## src/rtl/gpr_file_sb.sv

```systemverilog
// Parametrised GPR file with per-register busy scoreboard and RAW/WAW issue gating.
// Optional same-cycle writeback forwarding when GPR_WB_BYPASS_EN is defined.
module gpr_file_sb #(
  parameter int unsigned DATA_W   = 16,
  parameter int unsigned ADDR_W   = 3,
  parameter bit          ZERO_REG = 1'b0
) (
  input  logic                      clk,
  input  logic                      reset,
  input  logic [ADDR_W-1:0]         rd_addr_1,
  input  logic                      rd_use_1,
  output logic [DATA_W-1:0]         rd_data_1,
  input  logic [ADDR_W-1:0]         rd_addr_2,
  input  logic                      rd_use_2,
  output logic [DATA_W-1:0]         rd_data_2,
  input  logic                      iss_valid,
  input  logic                      iss_wr,
  input  logic [ADDR_W-1:0]         iss_dest,
  output logic                      iss_ready,
  input  logic                      wb_en,
  input  logic [ADDR_W-1:0]         wb_dest,
  input  logic [DATA_W-1:0]         wb_data,
  output logic [(2**ADDR_W)-1:0]    busy_vec,
  output logic                      busy_any
);

  localparam int unsigned NREGS = 2 ** ADDR_W;

  logic [DATA_W-1:0] r_regs [NREGS];
  logic [NREGS-1:0]  r_busy;
  logic              r_busy_any;

  logic              w_wb_ok;
  logic              w_set;
  logic [NREGS-1:0]  w_wb_hit;
  logic [NREGS-1:0]  w_eff_busy;
  logic [NREGS-1:0]  w_busy_nxt;
  logic              w_raw1;
  logic              w_raw2;
  logic              w_waw;

  // Register 0 is inert (never written, never busy) when hardwired to zero.
  assign w_wb_ok  = wb_en & ~(ZERO_REG && (wb_dest == '0));
  assign w_wb_hit = w_wb_ok ? (NREGS'(1) << wb_dest) : '0;

`ifdef GPR_WB_BYPASS_EN
  assign w_eff_busy = r_busy & ~w_wb_hit;
`else
  assign w_eff_busy = r_busy;
`endif

  assign w_raw1    = rd_use_1 & w_eff_busy[rd_addr_1];
  assign w_raw2    = rd_use_2 & w_eff_busy[rd_addr_2];
  assign w_waw     = iss_wr   & w_eff_busy[iss_dest];
  assign iss_ready = ~(w_raw1 | w_raw2 | w_waw);

  assign w_set = iss_valid & iss_ready & iss_wr & ~(ZERO_REG && (iss_dest == '0));

  // A new producer issued in the writeback cycle keeps ownership of the register.
  always_comb begin
    w_busy_nxt = r_busy & ~w_wb_hit;
    if (w_set) begin
      w_busy_nxt[iss_dest] = 1'b1;
    end
  end

  always_ff @(posedge clk) begin
    if (!reset) begin
      r_busy     <= '0;
      r_busy_any <= 1'b0;
    end else begin
      r_busy     <= w_busy_nxt;
      r_busy_any <= |w_busy_nxt;
    end
  end

  always_ff @(posedge clk) begin
    if (!reset) begin
      for (int unsigned i = 0; i < NREGS; i++) begin
        r_regs[i] <= '0;
      end
    end else if (w_wb_ok) begin
      r_regs[wb_dest] <= wb_data;
    end
  end

  always_comb begin
    rd_data_1 = r_regs[rd_addr_1];
    if (ZERO_REG && (rd_addr_1 == '0)) begin
      rd_data_1 = '0;
    end
`ifdef GPR_WB_BYPASS_EN
    if (w_wb_ok && (wb_dest == rd_addr_1)) begin
      rd_data_1 = wb_data;
    end
`endif
  end

  always_comb begin
    rd_data_2 = r_regs[rd_addr_2];
    if (ZERO_REG && (rd_addr_2 == '0)) begin
      rd_data_2 = '0;
    end
`ifdef GPR_WB_BYPASS_EN
    if (w_wb_ok && (wb_dest == rd_addr_2)) begin
      rd_data_2 = wb_data;
    end
`endif
  end

  assign busy_vec = r_busy;
  assign busy_any = r_busy_any;

endmodule

```

## config.mk

```make
export PLATFORM = sky130hd
export DESIGN_NAME = gpr_file_sb
export DESIGN_NICKNAME = d
export VERILOG_FILES = /design/src/rtl/gpr_file_sb.sv
export SDC_FILE = /design/constraint.sdc
export NUM_CORES = 1
export LEC_CHECK = 0
export CAP_MARGIN = 15
export CORE_AREA = 2 2 140 142
export DETAILED_ROUTE_END_ITERATION = 10
export DIE_AREA = 0 0 142 144
export GPL_ROUTABILITY_DRIVEN = 1
export PLACE_DENSITY = 0.67
export SETUP_SLACK_MARGIN = 0.15
export SYNTH_ARGS = -nofsm -noshare
export SYNTH_HDL_FRONTEND = slang
export SYNTH_SLANG_ARGS = --single-unit
```

## constraint.sdc

```tcl
create_clock -name clk -period 3.8 [get_ports clk]
set_input_delay 0.76 -clock clk [delete_from_list [all_inputs] [get_ports clk]]
set_output_delay 0.76 -clock clk [all_outputs]
set_load 0.05 [all_outputs]
```

==> impl_metrics.json <==
{
  "run_status": "completed",
  "clock_sinks": 137,
  "clk_latency_ns": 0.42,
  "syn2layout_area_growth_pct": 22.60,
  "ys_seq_area_share_pct": 53.80,
  "grt.total_usage_pct": 19.85,
  "worst-setup-path-type": "in2out",
  "synth_edf_count": 128,
  "max_freq_ghz": 0.2863,
  "via_count": 4673,
  "wl_per_cell_um": 23.30,
  "place_congestion": 0.8153,
  "post-cts-setup-buffer-count": 0,
  "period_needed_ns": 3.493,
  "worstHoldStart": "busy_vec[1]",
  "power_leakage_nw": 3.223,
  "fillerInstances": 1629,
  "netlist_instances": 488,
  "synth_ff_type": "edfxtp_1",
  "avgViaCountPerCell": 5.685,
  "finalCritPeriodShare_pct": 91.93,
  "yosysWarnings": 0,
  "yosysUniqueCellTypes": 39,
  "grt_pass1_wl_um": 29080,
  "start_util_pct": 39.20,
  "place_hpwl_um": 11600,
  "postCtsHoldBufs": 0,
  "arrival_ns": 2.73,
  "cts_resized": 0,
  "critPathRequiredTime_ns": 3.04,
  "grt_max_degree": 35,
  "drc_errors": 0,
  "cts_buffer_depth": 2,
  "die_area_um2": 20450,
  "wl_um": 19150,
  "syn-num-nets": 523,
  "worstReg2RegEnd": "busy_vec[4]",
  "skew_ns": 0.006368,
  "worstReg2RegStart": "busy_vec[7]",
  "layout-drive-gt1-share_pct": 34.08,
  "synth_seq_cells": 137,
  "cts_tree": "yes",
  "maxCapViolCount": 0,
  "core-area_um2": 19080,
  "first_pass_iters": 5,
  "slew_viol_final": 0,
  "grt_pass1_vias": 5149,
  "reg2reg_setup_slack_ns": 2.09,
  "crit_path_end_kind": "output port",
  "avgSynthCellArea_um2": 15.33,
  "drt_iter0_markers": 294,
  "num_io_pins": 77,
  "hold_depth": 2,
  "rows": 51,
  "cp_max_fo": 34,
  "worst_slew_pin_slew_ns": 0.5601,
  "total_power_mw": 4.319,
  "hold_path.class": "reg2reg",
  "cts_root_buf": "clkbuf_16",
  "critPathLaunchType": "input pin",
  "mostFrequentLayoutCells": "and2_1 (128), edfxtp_1 (128), mux4_2 (65)",
  "portBuffers": 76,
  "die-height_um": 144,
  "hold_viol": 0,
  "rsz0062_at_grt": "false",
  "fin_tns_setup_ns": 0,
  "slew_headroom_pct": 62.66,
  "min_to": "busy_vec[1]",
  "async_flop_share_pct": 0,
  "peakVddDrop_uv": 283.7,
  "r2r_cells": 4,
  "power_density_nw_per_um2": 471.0,
  "overflow": 0,
  "htreeDepth": 4,
  "setup_viol": 0,
  "antenna_found_initial": 2,
  "ant_nets": 0,
  "final_nets": 606,
  "tritoncts.num_buffers": 17,
  "fin_util_pct": 48.06,
  "cts.clk_slew.worst_paths_ns": 0.06,
  "synth_area_um2": 7480,
  "diodes": 0,
  "fp.dieW_um": 142
}
-- logic make-up (layout without fill, tap and decap cells) --
kind of cell	Yosys count	count (layout)	synth area share [%]
AOI/OAI and AO/OA	41	41	4.316
buffers and inverters	41	137	2.509
DFF	137	137	53.80
muxes	108	108	26.21
and+or+nand+nor	161	161	13.17
-- cell type report --
type                    instances  area [µm²]  share of cell area, %
clock buffers                  18       429.2                  4.680
clock inverters                14       220.2                  2.401
inverters                       4       15.01                 0.1637
multi-input cells             310        3278                  35.75
flip-flops and latches        137        4024                  43.88
well taps                     238       297.8                  3.247
repair buffers                101       905.9                  9.879
-- report_power, final --
group,total [mW],switching [mW],internal [mW]
Sequential,1.79,0.0443,1.75
Combinational,0.720,0.419,0.300
Clock,1.81,0.640,1.17
-- critical path: stages --
cell	delay (ns)
clkdlybuf4s50_1	0.54
buf_4	0.50
nand2b_1	0.17
o22ai_2	0.13
o22ai_2	0.18
a21oi_1	0.27
buf_12	0.17
-- stage by stage --
step	std cells	setup slack [ns]	area, µm²	hold WS (ns)
final	822	0.3066	9170	0.6157
after global routing	822	0.2429	9170	0.6640
after floorplan	488	0.4965	7480	0.7739
after global placement	790	0.3536	8521	0.5946
after detailed placement	790	0.3485	8521	0.6043
after CTS	822	0.3358	9170	0.6120
-- sequential cells by signal (all words and copies together) (netlist names) --
register  flops
busy_any      1
busy_vec      8
r_regs      128
-- synthesized netlist by cell type, drive strengths merged (4+ instances only) --
library cell	instances	area (µm²)
o211ai	6	45.04
and2	128	800.8
o21ai	7	35.03
edfxtp	128	3844
nand3	5	25.02
nand2b	5	31.28
nand2	5	18.77
inv	4	15.01
clkbuf	15	56.30
buf	22	116.4
mux2	40	450.4
mux4	66	1490
dfxtp	9	180.2
o31ai	13	102.6
nor2	10	45.05
-- routing by layer --
layer | vias to the layer above | GRT usage [%] | wire [µm]
li1 | 2076 | - | -
met1 | 2419 | 23.93 | 7731
met2 | 144 | 35.14 | 10140
met3 | 30 | 4.603 | 855
met4 | 4 | 6.842 | 397
met5 | - | 0 | 26
-- how the worst max path moves through the flow --
| stage | start | endpoint | slack [ns] | cells after the start |
|---|---|---|---|---|
| global route | rd_addr_2[1] | iss_ready | 0.24 | 6 |
| floorplan | rd_addr_2[1] | iss_ready | 0.50 | 5 |
| finish | rd_addr_1[1] | iss_ready | 0.31 | 7 |
| detailed placement | rd_addr_2[2] | iss_ready | 0.35 | 6 |
| global placement | rd_addr_2[1] | iss_ready | 0.35 | 6 |
| CTS | rd_addr_1[1] | iss_ready | 0.34 | 6 |
Note: power is estimated with default switching activity, not from simulation.
